**src/rtl/ladybug_coin_cond.sv**
```systemverilog
// rtl/ladybug_coin_cond.sv - two-channel coin input conditioner (sync, debounce, pulse shaping, counting)
//
// Each coin button is synchronized to clk_sys, debounced, and converted into
// a single fixed-length chute pulse per accepted coin. A held coin produces
// exactly one pulse; the line must read low for a full debounce period before
// another coin can be accepted. Timing counters advance only on ce_i ticks.
//
// Optional feature: define LADYBUG_COIN_LOCKOUT_EN to add lockout_i, which
// keeps idle channels from accepting new coins (channels already busy finish).
//
// Parameters:
//   DEBOUNCE_CNT  ce_i ticks an input level must be stable to be accepted (>= 2)
//   PULSE_CNT     ce_i ticks the chute output stays high (>= 2)
//
// Ports:
//   clk_sys        system clock, single domain
//   reset          synchronous active-high reset
//   ce_i           count enable for all timing counters
//   coin_i[1:0]    raw coin buttons; bit0 -> right chute, bit1 -> left chute
//   lockout_i      coin lockout request (LADYBUG_COIN_LOCKOUT_EN only)
//   right_chute_o  registered coin pulse, channel 0
//   left_chute_o   registered coin pulse, channel 1
//   coin_cnt0_o    accepted-coin count, channel 0 (wraps 255 -> 0)
//   coin_cnt1_o    accepted-coin count, channel 1 (wraps 255 -> 0)

module ladybug_coin_cond #(
  parameter int DEBOUNCE_CNT = 25000,
  parameter int PULSE_CNT    = 250000
) (
  input  logic       clk_sys,
  input  logic       reset,
  input  logic       ce_i,
  input  logic [1:0] coin_i,
`ifdef LADYBUG_COIN_LOCKOUT_EN
  input  logic       lockout_i,
`endif
  output logic       right_chute_o,
  output logic       left_chute_o,
  output logic [7:0] coin_cnt0_o,
  output logic [7:0] coin_cnt1_o
);

  // One shared counter per channel serves DEBOUNCE, PULSE and RELEASE, so it
  // is sized for the longer of the two periods.
  localparam int MAX_CNT = (DEBOUNCE_CNT > PULSE_CNT) ? DEBOUNCE_CNT : PULSE_CNT;
  localparam int CW      = $clog2(MAX_CNT);

  localparam logic [CW-1:0] DEB_LAST = CW'(DEBOUNCE_CNT - 1);
  localparam logic [CW-1:0] PUL_LAST = CW'(PULSE_CNT - 1);

  typedef enum logic [1:0] {
    IDLE     = 2'd0,
    DEBOUNCE = 2'd1,
    PULSE    = 2'd2,
    RELEASE  = 2'd3
  } state_t;

  logic [1:0]    sync1_q;
  logic [1:0]    sync2_q;
  logic          accept_ok;

  state_t        state_q    [2];
  state_t        state_d    [2];
  logic [CW-1:0] cnt_q      [2];
  logic [CW-1:0] cnt_d      [2];
  logic          coin_inc   [2];
  logic          chute_q    [2];
  logic [7:0]    coin_cnt_q [2];

`ifdef LADYBUG_COIN_LOCKOUT_EN
  assign accept_ok = ~lockout_i;
`else
  assign accept_ok = 1'b1;
`endif

  // Two-flop synchronizer for both raw coin lines.
  always_ff @(posedge clk_sys) begin
    if (reset) begin
      sync1_q <= 2'b00;
      sync2_q <= 2'b00;
    end else begin
      sync1_q <= coin_i;
      sync2_q <= sync1_q;
    end
  end

  // Per-channel next-state logic. Level-driven exits (DEBOUNCE abort,
  // RELEASE restart) are evaluated before the ce_i gate so they happen even
  // on cycles where the counters are frozen.
  always_comb begin
    for (int ch = 0; ch < 2; ch++) begin
      state_d[ch]  = state_q[ch];
      cnt_d[ch]    = cnt_q[ch];
      coin_inc[ch] = 1'b0;

      case (state_q[ch])
        IDLE: begin
          if (sync2_q[ch] && accept_ok) begin
            state_d[ch] = DEBOUNCE;
            cnt_d[ch]   = '0;
          end
        end

        DEBOUNCE: begin
          if (!sync2_q[ch]) begin
            state_d[ch] = IDLE;
          end else if (ce_i) begin
            if (cnt_q[ch] == DEB_LAST) begin
              state_d[ch]  = PULSE;
              cnt_d[ch]    = '0;
              coin_inc[ch] = 1'b1;
            end else begin
              cnt_d[ch] = cnt_q[ch] + CW'(1);
            end
          end
        end

        PULSE: begin
          // Input level deliberately ignored here.
          if (ce_i) begin
            if (cnt_q[ch] == PUL_LAST) begin
              state_d[ch] = RELEASE;
              cnt_d[ch]   = '0;
            end else begin
              cnt_d[ch] = cnt_q[ch] + CW'(1);
            end
          end
        end

        RELEASE: begin
          // Counts consecutive low ticks; any high level starts over, so a
          // held button never re-arms the channel.
          if (sync2_q[ch]) begin
            cnt_d[ch] = '0;
          end else if (ce_i) begin
            if (cnt_q[ch] == DEB_LAST) begin
              state_d[ch] = IDLE;
              cnt_d[ch]   = '0;
            end else begin
              cnt_d[ch] = cnt_q[ch] + CW'(1);
            end
          end
        end

        default: begin
          state_d[ch] = IDLE;
          cnt_d[ch]   = '0;
        end
      endcase
    end
  end

  // State, counters and registered outputs. The chute flop is loaded from
  // the next state so it rises on the same edge the FSM enters PULSE.
  always_ff @(posedge clk_sys) begin
    for (int ch = 0; ch < 2; ch++) begin
      if (reset) begin
        state_q[ch]    <= IDLE;
        cnt_q[ch]      <= '0;
        chute_q[ch]    <= 1'b0;
        coin_cnt_q[ch] <= 8'd0;
      end else begin
        state_q[ch] <= state_d[ch];
        cnt_q[ch]   <= cnt_d[ch];
        chute_q[ch] <= (state_d[ch] == PULSE);
        if (coin_inc[ch]) begin
          coin_cnt_q[ch] <= coin_cnt_q[ch] + 8'd1;
        end
      end
    end
  end

  assign right_chute_o = chute_q[0];
  assign left_chute_o  = chute_q[1];
  assign coin_cnt0_o   = coin_cnt_q[0];
  assign coin_cnt1_o   = coin_cnt_q[1];

endmodule

```
**config.mk**
```make
export PLATFORM = sky130hd
export DESIGN_NAME = ladybug_coin_cond
export DESIGN_NICKNAME = d
export VERILOG_FILES = /design/src/rtl/ladybug_coin_cond.sv
export SDC_FILE = /design/constraint.sdc
export NUM_CORES = 1
export LEC_CHECK = 0
export BUFFER_PORTS_ARGS = -buffer_cell sky130_fd_sc_hd__buf_2
export CAP_MARGIN = 10
export CORE_UTILIZATION = 30
export DETAILED_ROUTE_END_ITERATION = 10
export GPL_TIMING_DRIVEN = 0
export REMOVE_ABC_BUFFERS = 1
export SYNTH_ARGS = -nofsm -noshare
export SYNTH_HDL_FRONTEND = slang
export SYNTH_SLANG_ARGS = --single-unit
export TNS_END_PERCENT = 5
```
**constraint.sdc**
```tcl
create_clock -name clk_sys -period 3.43 [get_ports clk_sys]
set_clock_uncertainty 0.15 [all_clocks]
set_input_delay 0.686 -clock clk_sys [delete_from_list [all_inputs] [get_ports clk_sys]]
set_output_delay 0.686 -clock clk_sys [all_outputs]
set_load 0.01 [all_outputs]
```
[Word level (Yosys, flattened, before mapping)]
Memory sizes are Yosys's and may differ from the RTL's.
Index checks and enable logic that the tools add are counted.
Operators by class
  add/subtract/negate cells: 4
  equal/unequal tests: 12
  mux-type cells: 61
  bitwise gates (word level): 8
  reduce and logical (&&, ||, !) cells: 2
Operators with widths (count)
  18-bit 2-to-1 mux: 16
  18-bit case mux with 4 select lines: 2
  2-bit 2-to-1 mux: 20
  18-bit by 1-bit adder with 18-bit output (second input constant): 2
  18-bit by 15-bit equality test with 1-bit output (second input constant): 2
  18-bit equality test (second input constant): 2
  1-bit 2-to-1 mux: 19
  8-bit by 1-bit adder with 8-bit output (second input constant): 2
  8-bit 2-to-1 mux: 2
  2-bit case mux with 4 select lines: 2
  2-bit equality test (second input constant): 6
  1-bit bitwise OR: 8
  2-bit by 1-bit equality test with 1-bit output (second input constant): 2
  2-bit logical NOT: 2
Storage, ports and cells
  bits in registers: 4
  bits in writable memories: 58
  bits of input ports: 5
  word-level logic and storage cells: 93
  memories kept: 4
Memory list
  cnt_q: depth 2, width 18, read ports 2, clocked after Yosys merged registers in 0, wr ports 2, RTL line 64  | logic [CW-1:0] cnt_q [2];
  coin_cnt_q: depth 2, width 8, read ports 2, clocked after Yosys merged registers in 0, wr ports 2, RTL line 68  | logic [7:0] coin_cnt_q [2];
  state_q: depth 2, width 2, read ports 2, clocked after Yosys merged registers in 0, wr ports 2, RTL line 62  | state_t state_q [2];
  chute_q: depth 2, width 1, read ports 2, clocked after Yosys merged registers in 0, wr ports 2, RTL line 67  | logic chute_q [2];

[Depth between registers and ports, before layout]
An unclocked memory read counts as a cell.
  depth in word-level cells: 10
  mapped depth: 8
  mapped depth without buffers: 7

[Worst setup path before layout]
No wires, ideal clock.
  path kind: input to register
  start: in ce_i
  end: mem cnt_q[0][9] (netlist bit)
  library setup time: 0.091 ns
  arrival time: 2.097 ns
  data required time: 3.189 ns
  setup slack: 1.092 ns
  stages: 7
  path buffers: 1
  path through: clkbuf_1 > nand2_1 > a21oi_1 > o21ai_1 > o211ai_1 > o21ai_0 > a311oi_1
RTL lines
  start: declaration: RTL line 32  | input logic ce_i,
  end: declaration: RTL line 64

==> reports/qor.json <==
{
  "run_status": "complete, no violations",
  "htreeDepth": 3,
  "relSlewSlack_pct": 43.0,
  "worst-endpoint-required_ns": 3.50,
  "r2r-end": "cnt_q[0][12]",
  "max_cap_violations": 0,
  "remaining_global_route_overflow": 0,
  "finish.net_count": 469,
  "post-place-cells": 592,
  "power.share.clock_pct": 49.3,
  "synthesis.area_mm2": 0.00365,
  "worstSetupStartpointType": "flip-flop",
  "setup_viol": 0,
  "design.core.area_mm2": 0.0117,
  "final.setup.tns_ns": 0,
  "viasPerCell": 5.54,
  "yosys-top-cells-area": "dfxtp_1 25%, edfxtp_1 13%, nand2_1 5.5%, nor2_1 4.4%, nand3_1 4.2%",
  "post_synth_and_or_nand_nor_area_fraction_pct": 30.7,
  "grt_max_degree": 26,
  "insertedDiodeCount": 0,
  "yosysSeqAreaShare_pct": 38.3,
  "crit_path_end_kind": "flip-flop",
  "aggregate_global_route_resource_usage_pct": 15.0,
  "swShare_pct": 22.5,
  "ir_drop_mv": 0.197,
  "power.density_cell_area_mw_per_mm2": 404,
  "total_of_warnings_raised_by_yosys": 0,
  "clock-sinks": 62,
  "hold_path.class": "flip-flop to flip-flop",
  "fmax_mhz": 357,
  "clock_tree_from_tritoncts": "done",
  "synth_instances": 444,
  "clkTransAtPathRegs_ns": 0.05,
  "cts_setup_buffers": 0,
  "synth_top_family_by_area": "simple AND/OR/NAND/NOR gates",
  "area_growth_pct": 12.9,
  "finalCriticalPeriod_ns": 2.80,
  "post_synth_mux_area_share_pct": 1.10,
  "net_switching_power_mw": 0.376,
  "detailedRoute.firstIterationViolations": 286,
  "path_buf_inv": 0,
  "clock_latency_ns": 0.33,
  "max-clock-path-buffers": 2,
  "nFillCells": 1191,
  "area_leader_netlist": "dfxtp_1",
  "synth_enable_flop_cells": 16,
  "timing.critical_path.slowest_stage_cell": "nor4_1",
  "synth-compound-area-share_pct": 21.0,
  "routability_congestion_estimate": 0.856,
  "synth_top_area_share_pct": 25.2,
  "die-width_um": 112,
  "io_pins": 23,
  "placement_rows": 39,
  "yosys.area_share.adder_pct": 1.37,
  "syn-mean-instance-area_um2": 8.23,
  "internal_power_mw": 1.29,
  "dpl.hpwl_um": 6340,
  "worstPathCellList": "ha_1 > nand3_1 > nor4_1 > a21o_1 > nand3_1 > a31o_2 > a32o_1",
  "route.final.wire_length_um": 8920,
  "count_of_different_cell_masters_after_synthesis": 68,
  "timing_worst_setup_path_type": "flip-flop to flip-flop",
  "num_vias": 3367,
  "critPathMaxStageDelay_ns": 0.75,
  "layoutNonFillerInstCount": 608,
  "critical_path_peak_fanout": 6,
  "drc": 0,
  "ys.flop_type": "dfxtp_1",
  "drv_slew": 0,
  "port_buffers": 22,
  "p_leak_nw": 1.44,
  "floorplan.initialDensity_pct": 31.3,
  "final_layout_size_suffix_gt1_share_pct": 11.0,
  "worst-slew-pin-transition_ns": 0.847,
  "power.combinational.fraction_pct": 4.3,
  "power_frac_seq_pct": 46.3,
  "yosys.area_share.xor_xnor_pct": 3.83,
  "post_cts_resized": 0,
  "min_from": "sync1_q[1]",
  "dr.pass1.iters": 4,
  "cts_root_buffer": "clkbuf_16",
  "multi_input_area_mm2": 0.00212,
  "r2r_start": "cnt_q[0][0]",
  "first_global_vias": 3041,
  "path_delay_family": "simple AND/OR/NAND/NOR gates",
  "number_of_antenna_violations_at_the_first_check_in_global_routing": 0,
  "worst_hold_endpoint": "sync2_q[1]",
  "reg2reg_slack_ns": 0.63,
  "timing.critical_path.mode_cell": "nand3_1",
  "asyncSetResetFlopFracSynth_pct": 0,
  "hold-path-cell-count": 1,
  "first_pass_grt_wire_length_um": 15200,
  "cts-buffers-inserted": 9,
  "finalHoldViolations": 0,
  "layout.area.seq_mm2": 0.00140,
  "timing.final.crit_share_pct": 81.6,
  "ff2ff_path_depth": 7,
  "total_power_mw": 1.67,
  "synthesized_flop_and_latch_total": 62,
  "post_cts_hold_buffer_count": 0,
  "die_area_mm2": 0.0126,
  "die_h_um": 112,
  "antenna_left": 0,
  "rsz0062_at_grt": "false",
  "routedWlPerCell_um": 14.7,
  "worst_ep_arrival_time_ns": 2.87
}
==> power groups by stage <==
| stage | clock network, mW | registers (mW) | logic (mW) |
|---|---|---|---|
| after detailed placement | 0 | 0.788 | 0.0720 |
| after CTS | 0.847 | 0.773 | 0.0726 |
| after global placement | 0 | 0.788 | 0.0716 |
| after floorplan | 0 | 0.789 | 0.0397 |
| after global routing | 0.882 | 0.775 | 0.0806 |
| final | 0.823 | 0.773 | 0.0723 |
==> final cells by class <==
class | count | area share (%)
Timing Repair Buffer | 22 | 2.67
Inverter | 14 | 1.27
Clock inverter | 2 | 0.243
Multi-Input combinational cell | 351 | 51.4
Tap cell | 143 | 4.34
Clock buffer | 14 | 6.16
Sequential cell | 62 | 34.0
==> metal layers <==
| metal | vias up | share of wire, % | GRT usage (%) |
|---|---|---|---|
| li1 | 1671 | - | - |
| met4 | 0 | 1.3 | 5.33 |
| met1 | 1604 | 49 | 20.9 |
| met5 | - | 0 | 0 |
| met3 | 8 | 5.4 | 3.51 |
| met2 | 84 | 45 | 22.7 |
==> synth_stat cells, types with 6 or more instances <==
cell	n
a31oi_1	16
nor2b_1	6
nand2_1	54
a21oi_1	25
nand2b_1	10
nor2_1	43
inv_1	13
and2_1	9
and3_1	19
nor3_1	12
xor2_1	12
clkbuf_1	12
o21ai_0	16
o21ai_1	6
edfxtp_1	16
dfxtp_1	46
nand3_1	31
==> through the flow <==
stage / utilization [%] / instance area (µm²) / setup WS, ns / hold WS, ns
6_report: 35.4 / 4130 / 0.631 / 0.287
4_1_cts: 35.4 / 4130 / 0.679 / 0.291
3_3_place_gp: 33.1 / 3860 / 0.539 / 0.271
5_1_grt: 35.4 / 4130 / 0.443 / 0.312
3_5_place_dp: 33.1 / 3860 / 0.499 / 0.279
2_1_floorplan: - / 3570 / 1.15 / 0.264
==> flip-flops by register name (all words and copies together), names as in the netlist <==
name        cells
coin_cnt_q     16
cnt_q          36
sync1_q         2
sync2_q         2
state_q         4
chute_q         2
==> worst max-delay path by stage <==
stage,startpoint,endpoint,slack [ns],cells past startpoint
final,cnt_q[0][0],cnt_q[0][12],0.63,7
after CTS,cnt_q[0][0],cnt_q[0][3],0.68,7
after detailed placement,ce_i,cnt_q[0][16],0.50,7
after global routing,cnt_q[0][0],cnt_q[0][3],0.44,7
after global placement,ce_i,cnt_q[0][16],0.54,7
after floorplan,cnt_q[1][12],coin_cnt_q[1][0],1.15,4
==> cells in the final DEF (no fill, tap or decap), types with 4 or more instances in the layout <==
cell type	n
nor3_1	12
edfxtp_1	16
nand3_1	31
dfxtp_1	46
o21ai_0	16
clkbuf_16	9
a21oi_1	25
nor2_1	43
xnor2_1	4
xor2_1	12
nand2_1	54
nor2b_1	6
mux2i_1	4
buf_2	22
nor4_1	5
a32o_1	4
and3_1	19
a21o_1	4
and2_1	9
nand2b_1	10
a31o_2	5
a22oi_1	5
inv_1	13
a31oi_1	16
o211ai_1	4
ha_1	4
nand4_1	5
o21ai_1	6
clkbuf_1	4
==> cell families after synthesis <==
kind of cell	count (synthesis)
muxes	4
xor gates and xnor gates	16
adders and majority gates	4
and+or+nand+nor	216
buffers and inverters	31
AOI/OAI and AO/OA	111
DFF	62
(Power assumes the default switching activity.)
